File: src/rtl/uart_mode_ctrl_pkg.sv
// Shared constants and helpers for the simple-uart mode controller:
// FSM state encodings, default timing parameters and the status-LED encoder.
package uart_mode_ctrl_pkg;

  localparam int unsigned DEBOUNCE_CYCLES_DEF  = 1_250_000;
  localparam int unsigned DONE_HOLD_CYCLES_DEF = 12_500_000;

  localparam logic [2:0] ST_IDLE    = 3'd0;
  localparam logic [2:0] ST_RX_ON   = 3'd1;
  localparam logic [2:0] ST_TX_SEND = 3'd2;
  localparam logic [2:0] ST_TX_WAIT = 3'd3;
  localparam logic [2:0] ST_TX_ON   = 3'd4;

  typedef struct packed {
    logic r;
    logic g;
    logic b;
  } rgb_t;

  localparam rgb_t RGB_RED = '{r: 1'b1, g: 1'b0, b: 1'b0};

  function automatic logic is_tx_mode(input logic [2:0] st);
    return (st == ST_TX_SEND) || (st == ST_TX_WAIT) || (st == ST_TX_ON);
  endfunction

  // Blue (done hold) overrides green (mode active); red otherwise, one-hot.
  function automatic rgb_t status_rgb(input logic hold, input logic active);
    rgb_t c;
    c.b = hold;
    c.g = !hold && active;
    c.r = !hold && !active;
    return c;
  endfunction

endpackage

File: src/rtl/uart_btn_debounce.sv
// Button conditioner: 2-FF synchroniser, consecutive-sample debounce and a
// one-cycle pulse on each debounced rising edge.
module uart_btn_debounce #(
  parameter int unsigned DEBOUNCE_CYCLES = 4
) (
  input  logic clk_i,
  input  logic rst_ni,
  input  logic btn_i,
  output logic level_o,
  output logic press_o
);

  localparam int unsigned CW = $clog2(DEBOUNCE_CYCLES + 1);
  localparam logic [CW-1:0] CNT_LAST = CW'(DEBOUNCE_CYCLES - 1);

  logic          sync1_q, sync2_q;
  logic          level_q, level_d;
  logic          level_dly_q;
  logic          press_q;
  logic [CW-1:0] cnt_q, cnt_d;

  // Any sample that agrees with the accepted level restarts the count.
  always_comb begin
    cnt_d   = '0;
    level_d = level_q;
    if (sync2_q != level_q) begin
      if (cnt_q == CNT_LAST) begin
        level_d = sync2_q;
      end else begin
        cnt_d = cnt_q + 1'b1;
      end
    end
  end

  always_ff @(posedge clk_i or negedge rst_ni) begin
    if (!rst_ni) begin
      sync1_q     <= 1'b0;
      sync2_q     <= 1'b0;
      cnt_q       <= '0;
      level_q     <= 1'b0;
      level_dly_q <= 1'b0;
      press_q     <= 1'b0;
    end else begin
      sync1_q     <= btn_i;
      sync2_q     <= sync1_q;
      cnt_q       <= cnt_d;
      level_q     <= level_d;
      level_dly_q <= level_q;
      press_q     <= level_q & ~level_dly_q;
    end
  end

  assign level_o = level_q;
  assign press_o = press_q;

endmodule

File: src/rtl/uart_mode_ctrl.sv
// Mode controller: keeps receiver and transmitter modes mutually exclusive,
// sequences one transmission of the switch byte and drives the status LEDs.
module uart_mode_ctrl
  import uart_mode_ctrl_pkg::*;
#(
  parameter int unsigned DEBOUNCE_CYCLES  = DEBOUNCE_CYCLES_DEF,
  parameter int unsigned DONE_HOLD_CYCLES = DONE_HOLD_CYCLES_DEF
) (
  input  logic       sysclk,
  input  logic       rst_n,
  input  logic [3:2] btn,
  input  logic [3:0] sw,
  input  logic       tx_done,
  input  logic       rx_valid,
  output logic       tx_start,
  output logic [7:0] tx_data,
  output logic       rx_en,
  output logic [3:0] led,
  output logic       led5_r,
  output logic       led5_g,
  output logic       led5_b,
  output logic       led6_r,
  output logic       led6_g,
  output logic       led6_b,
  output logic [2:0] state_o
);

  localparam int unsigned HW = $clog2(DONE_HOLD_CYCLES + 1);
  localparam logic [HW-1:0] HOLD_LOAD = HW'(DONE_HOLD_CYCLES);

  logic          press_rx, press_tx;
  logic          level_rx, level_tx;
  logic [3:0]    sw_sync1_q, sw_sync2_q;
  logic [2:0]    state_q, state_d;
  logic [HW-1:0] tx_hold_q, tx_hold_d;
  logic [HW-1:0] rx_hold_q, rx_hold_d;
  logic          tx_start_q;
  logic [7:0]    tx_data_q;
  logic          rx_en_q;
  logic [3:0]    led_q;
  rgb_t          led5_q, led5_d;
  rgb_t          led6_q, led6_d;

  uart_btn_debounce #(.DEBOUNCE_CYCLES(DEBOUNCE_CYCLES)) u_db_rx (
    .clk_i   (sysclk),
    .rst_ni  (rst_n),
    .btn_i   (btn[3]),
    .level_o (level_rx),
    .press_o (press_rx)
  );

  uart_btn_debounce #(.DEBOUNCE_CYCLES(DEBOUNCE_CYCLES)) u_db_tx (
    .clk_i   (sysclk),
    .rst_ni  (rst_n),
    .btn_i   (btn[2]),
    .level_o (level_tx),
    .press_o (press_tx)
  );

  // Transmitter handshake: tx_start is a one-cycle request with tx_data valid
  // in that cycle and held afterwards; tx_done is a one-cycle completion pulse.
  // There is no back-pressure: the transmitter must accept every tx_start.
  always_comb begin
    state_d = state_q;
    case (state_q)
      ST_IDLE: begin
        if (press_rx)      state_d = ST_RX_ON;
        else if (press_tx) state_d = ST_TX_SEND;
      end
      ST_RX_ON:   if (press_rx) state_d = ST_IDLE;
      ST_TX_SEND: state_d = ST_TX_WAIT;
      ST_TX_WAIT: if (tx_done) state_d = ST_TX_ON;
      ST_TX_ON:   if (press_tx) state_d = ST_IDLE;
      default:    state_d = ST_IDLE;
    endcase
  end

  // Hold timers are cleared on leaving their mode and reloaded by each event.
  always_comb begin
    tx_hold_d = tx_hold_q;
    if (!is_tx_mode(state_d)) begin
      tx_hold_d = '0;
    end else if (tx_done && is_tx_mode(state_q)) begin
      tx_hold_d = HOLD_LOAD;
    end else if (tx_hold_q != '0) begin
      tx_hold_d = tx_hold_q - 1'b1;
    end

    rx_hold_d = rx_hold_q;
    if (state_d != ST_RX_ON) begin
      rx_hold_d = '0;
    end else if (rx_valid && (state_q == ST_RX_ON)) begin
      rx_hold_d = HOLD_LOAD;
    end else if (rx_hold_q != '0) begin
      rx_hold_d = rx_hold_q - 1'b1;
    end

    led5_d = status_rgb(tx_hold_d != '0, is_tx_mode(state_d));
    led6_d = status_rgb(rx_hold_d != '0, state_d == ST_RX_ON);
  end

  always_ff @(posedge sysclk or negedge rst_n) begin
    if (!rst_n) begin
      sw_sync1_q <= '0;
      sw_sync2_q <= '0;
      state_q    <= ST_IDLE;
      tx_hold_q  <= '0;
      rx_hold_q  <= '0;
      tx_start_q <= 1'b0;
      tx_data_q  <= 8'h00;
      rx_en_q    <= 1'b0;
      led_q      <= 4'h0;
      led5_q     <= RGB_RED;
      led6_q     <= RGB_RED;
    end else begin
      sw_sync1_q <= sw;
      sw_sync2_q <= sw_sync1_q;
      state_q    <= state_d;
      tx_hold_q  <= tx_hold_d;
      rx_hold_q  <= rx_hold_d;
      tx_start_q <= (state_q == ST_TX_SEND);
      if (state_q == ST_TX_SEND) begin
        tx_data_q <= {4'b0000, sw_sync2_q};
      end
      rx_en_q    <= (state_d == ST_RX_ON);
      led_q      <= sw_sync2_q;
      led5_q     <= led5_d;
      led6_q     <= led6_d;
    end
  end

  assign tx_start = tx_start_q;
  assign tx_data  = tx_data_q;
  assign rx_en    = rx_en_q;
  assign led      = led_q;
  assign led5_r   = led5_q.r;
  assign led5_g   = led5_q.g;
  assign led5_b   = led5_q.b;
  assign led6_r   = led6_q.r;
  assign led6_g   = led6_q.g;
  assign led6_b   = led6_q.b;
  assign state_o  = state_q;

endmodule

File: config.mk
export PLATFORM = sky130hd
export DESIGN_NAME = uart_mode_ctrl
export DESIGN_NICKNAME = d
export VERILOG_FILES = /design/src/rtl/uart_mode_ctrl_pkg.sv /design/src/rtl/uart_btn_debounce.sv /design/src/rtl/uart_mode_ctrl.sv
export SDC_FILE = /design/constraint.sdc
export NUM_CORES = 1
export LEC_CHECK = 0
export ABC_AREA = 1
export CAP_MARGIN = 10
export CORE_UTILIZATION = 35
export DETAILED_ROUTE_END_ITERATION = 16
export PLACE_DENSITY = 0.54
export SYNTH_ARGS = -nofsm -noshare
export SYNTH_HDL_FRONTEND = slang
export SYNTH_SLANG_ARGS = --single-unit
export TNS_END_PERCENT = 50
File: constraint.sdc
create_clock -name sysclk -period 1.95 [get_ports sysclk]
set_input_delay 0.2925 -clock sysclk [delete_from_list [all_inputs] [get_ports sysclk]]
set_output_delay 0.2925 -clock sysclk [all_outputs]
set_load 0.02 [all_outputs]
## After elaboration in Yosys (flattened, before gate mapping)

Cells that the tools add are included.

| cells by class | value |
|---|---|
| add/sub/neg operators | 4 |
| equality and inequality tests | 13 |
| muxes and demuxes | 16 |
| bitwise logic cells | 4 |
| reduce and logical (&&, ||, !) cells | 21 |

Operator list:

| kind | count |
|---|---|
| 24-bit two-way mux | 6 |
| 24-bit nonzero test | 4 |
| 21-bit two-way mux | 4 |
| 24-bit by 1-bit subtractor with 24-bit output, second input constant | 2 |
| 21-bit by 1-bit adder with 21-bit output, second input constant | 2 |
| 21-bit equality test, second input constant | 2 |
| 3-bit two-way mux | 5 |
| 3-bit case mux with 5 select lines | 1 |
| 3-bit by 2-bit equality test with 1-bit output, second input constant | 4 |
| 3-bit by 1-bit equality test with 1-bit output, second input constant | 2 |
| 3-bit equality test, second input constant | 2 |
| 1-bit logical AND | 6 |
| 1-bit zero test | 4 |
| 1-bit logical OR | 4 |
| 2-bit AND reduction | 2 |
| 3-bit zero test | 1 |
| 3-bit by 1-bit != test with 1-bit output, second input constant | 1 |
| 1-bit AND | 2 |
| 1-bit != test | 2 |
| 1-bit NOT | 2 |

| word-level totals | value |
|---|---|
| flip-flop bits (word level) | 127 |
| input port bits | 10 |
| output and inout bits | 23 |
| logic and storage cells | 85 |

## Logic depth before layout (Yosys ltp)

| depth | value |
|---|---|
| depth after elaboration | 10 |
| depth in mapped cells | 16 |
| depth with buffers taken out | 16 |

## Modules after synthesis

A second synthesis with hierarchy kept.

| unflattened totals | value |
|---|---|
| cells, all modules | 1005 |
| area total of the unflattened synthesis | 7387.1 µm² |

By module, submodules not included:

| module | times used | cells each | area each (µm²) | seq. area each (µm²) |
|---|---|---|---|---|
| uart_mode_ctrl | 1 | 649 | 4644.5 | 1879.3 |
| uart_btn_debounce | 2 | 178 | 1371.3 | 650.6 |

## Worst setup path before layout

Ideal clock, no wire load.

| timing | value |
|---|---|
| kind | register -> register |
| start point | register u_db_rx.cnt_q[0] |
| end point | register u_db_rx.cnt_q[18] |
| setup time | 119 ps |
| arrival time | 1680 ps |
| slack | 151 ps |
| cell stages (with the launch flop) | 13 |
| buffers on the path | 0 |
| clock period less this slack | 1799 ps |
| path through | dfrtp_1 -> ha_1 -> nand3_1 -> nor2_1 -> nand2_1 -> nor2_1 -> nand2_1 -> nor2_1 -> nand4_1 -> nor3_2 -> nand3_1 -> nand2_1 -> nor2_1 |

| between the ends | value |
|---|---|
| cells in the longest elaborated chain, start to end | 3 |
| elaborated cells on any way between the ends | 4 |
| classes of those cells | add/sub (1); eq/ne (1); mux (2) |

RTL lines:

| item | line | text |
|---|---|---|
| start: declaration | uart_btn_debounce.sv:20 | `logic [CW-1:0] cnt_q, cnt_d;` |
| start signal: assignment | uart_btn_debounce.sv:46 | `cnt_q <= cnt_d;` |
| 21-bit by 1-bit adder with 21-bit output / 21-bit equality test (equally long branches) | uart_btn_debounce.sv:30, uart_btn_debounce.sv:27 |  |
| 21-bit two-way mux (*) | uart_btn_debounce.sv:27 | `if (cnt_q == CNT_LAST) begin` |
| 21-bit two-way mux (*) | uart_btn_debounce.sv:26 | `if (sync2_q != level_q) begin` |
| named net u_db_rx.cnt_d[18] | uart_btn_debounce.sv:20 |  |

Mark *: on every way through the listed nets, which the timed path passes. The rest lies on a longest branch.
A chain may end at the register's enable or synchronous reset.

==> reports/results.ini <==
[drt]
final_antenna_net_count=0
drc_errors=0
wl_per_cell_um=13.4
drt-vias-per-instance=4.69
drt-pass1-iter-count=6
vias=6952
drt-initial-drc-count=380
finalWirelength_um=19800

[sta]
fin_crit_sh=1.02
max_freq_ghz=0.504
layout_min_cycle_time_ps=1980
hold-worst-slack_ps=313
clock-skew-final_ps=8.81
fin_ws_ps=-32.8
final-hold-violation-count=0
finalSetupTns_ps=-51.4
rsz0062_at_grt=true
setup_viol=3
drv_slew=0

[grt]
grt_pass1_vias=6358
overflow=0
grt_max_degree=43
antenna_found_initial=0
grt_usage=0.193
grt_pass1_wl_um=30900

[pwr]
p_clk_frac=0.516
vdd_drop_max_mv=0.628
switching_share=0.238
internal_power_mw=4.48
seqPwrFrac=0.456
powerDensity_nw_per_um2=558
combPwrFrac=0.028
power.leakage_nw=5.78
power_switching_mw=1.40

[cts]
clkTransAtPathRegs_ps=60
clockBufferDepth=2
cts_root_buf=clkbuf_16
clkLatencyLatePin_ps=420
htreeDepth=4
cts_tree=done
clock_sinks=127
cts_made_buffers=17

[logic_synthesis]
ys_ff_latch=127
seq_area_frac_synth=0.455
ys.warnings.count=0
syn_inst=953
netlist_area_um2=6990
postSynthAreaPerCell_um2=7.33
ys_types=37

[floorplanning]
io_pins=33
die_x_um=143
die_h_um=143
die-area_um2=20500
start_util=0.358
coreArea_um2=19500
fp-row-count=51

[layout]
antennaDiodeCount=0
stdcell_area_um2=10500
drive_gt1_frac=0.363
mostFrequentLayoutCell=nand2_1
synthToLayoutAreaGrowth_pct=50.6
final_cell_mix=nand2_1 (203), buf_4 (195), inv_1 (135)
nNetsFinal=1221

[critical_path]
critPathRequiredTime_ps=2300
arrival_ps=2330
critPathTopFamily=simple AND/OR/NAND/NOR gates
crit_buf_inv=2
crit_path_start_kind=flop
crit_fanout=3
max_stage_delay_ps=410
cp-end-kind=flop
path_class=reg -> reg
critPathSlowestCell=dfrtp_1
cp_cell_sequence=buf_4 -> nor2_2 -> nand2_2 -> buf_4 -> nor2_4 -> nand2_1 -> a21oi_2 -> nand2_1 -> a21oi_1 -> nand2_1 -> nor2_2 -> nand2_2 -> nor2_2

[place]
dp_hpwl_um=13700
io_buffers=28
gp_congestion=0.918
placed_area_um2=8880

[job]
max_cap_viol_count=0

[outcome]
status=finished, violations left
violations=negative setup slack

[hold_path]
hold_path.class=in -> reg

-- path summary, 6_finish.rpt --
kind                               start       endpoint  slack (ps)  depth (start not counted)
max                         rx_hold_q[4]         led6_g         -30                         13
min                                sw[0]  sw_sync1_q[0]         310                          1
max reg2reg                 rx_hold_q[4]         led6_g         -30                         13
min reg2reg                sw_sync1_q[0]  sw_sync2_q[0]         350                          0
max in group asynchronous          rst_n         led6_r         930                          3
min in group asynchronous          rst_n  tx_hold_q[22]         340                          2
-- area by class of cell --
cell class / instances / area [µm²]
Clock buffer: 20 / 467
Clock inverter: 12 / 101
Fill cell: 1838 / 9000
Inverter: 150 / 568
Multi-Input combinational cell: 671 / 3920
Sequential cell: 127 / 3190
Tap cell: 265 / 332
Timing Repair Buffer: 238 / 1950
-- layer usage --
metal	track usage	wire length (µm)	vias to the layer above
met4	0.0470	261	0
met3	0.0417	1220	19
li1	-	-	3521
met1	0.267	8930	3201
met5	0	0	-
met2	0.308	9390	211
-- stage by stage --
step,util,setup WS (ps),std cells,total power [mW]
3_3_place_gp,0.455,-200,1413,2.89
6_report,0.539,-32.8,1483,5.87
5_1_grt,0.539,-231,1483,6.09
4_1_cts,0.495,-8.67,1453,5.93
3_5_place_dp,0.455,-255,1413,2.89
2_1_floorplan,-,151,956,2.78
-- synthesized netlist by cell type, drive strengths merged --
library cell,n,area share
buf,10,0.012
nand2,250,0.14
a31oi,1,0.00090
inv,150,0.081
and3,2,0.0018
nand4,24,0.021
xnor2,5,0.0063
nand3b,8,0.0086
mux2,2,0.0032
xor2,16,0.020
nor2,173,0.10
dfrtp,125,0.45
nor3,16,0.013
conb,1,0.00054
o21a,4,0.0043
ha,6,0.011
a211oi,3,0.0032
dfstp,2,0.0075
clkbuf,1,0.00054
nor3b,4,0.0050
a21oi,50,0.036
o21ai,18,0.013
or2,2,0.0018
nor4,14,0.013
nand3,66,0.051
-- power by group through the flow --
| stage | Sequential (mW) | Clock [mW] | Combinational, mW |
|---|---|---|---|
| floorplan | 2.73 | 0 | 0.0488 |
| detailed placement | 2.72 | 0 | 0.164 |
| finish | 2.68 | 3.03 | 0.167 |
| CTS | 2.68 | 3.09 | 0.168 |
| global placement | 2.72 | 0 | 0.163 |
| global route | 2.68 | 3.22 | 0.193 |
-- logic make-up (layout without fill, tap and decap cells) --
| group | count (synthesis) | count (layout) | synth area share |
|---|---|---|---|
| muxes | 2 | 2 | 0.00322 |
| other | 1 | 4 | 0.000537 |
| DFF | 127 | 127 | 0.455 |
| adders and majority gates | 6 | 6 | 0.0107 |
| xor gates and xnor gates | 21 | 21 | 0.0263 |
| and+or+nand+nor | 559 | 562 | 0.353 |
| buffers and inverters | 161 | 420 | 0.0933 |
| AOI/OAI and AO/OA | 76 | 76 | 0.0576 |
-- state kept, by name (all words and copies together), names as in the netlist, 3 cells and up --
signal and flops:
u_db_tx.cnt_q 21, tx_hold_q 24, state_o 3, led 4, rx_hold_q 24, tx_data 4
sw_sync1_q 4, u_db_rx.cnt_q 21, sw_sync2_q 4
-- repair_timing --
action,CTS,global route
setup buffers,5,29
gates resized for setup,50,179
cloned,2,1
pin swaps,9,70
hold endpoints to repair,29,0
endpoints found under the setup margin,5,27
hold buffers,1,0
Note: power is estimated with default switching activity, not from simulation.
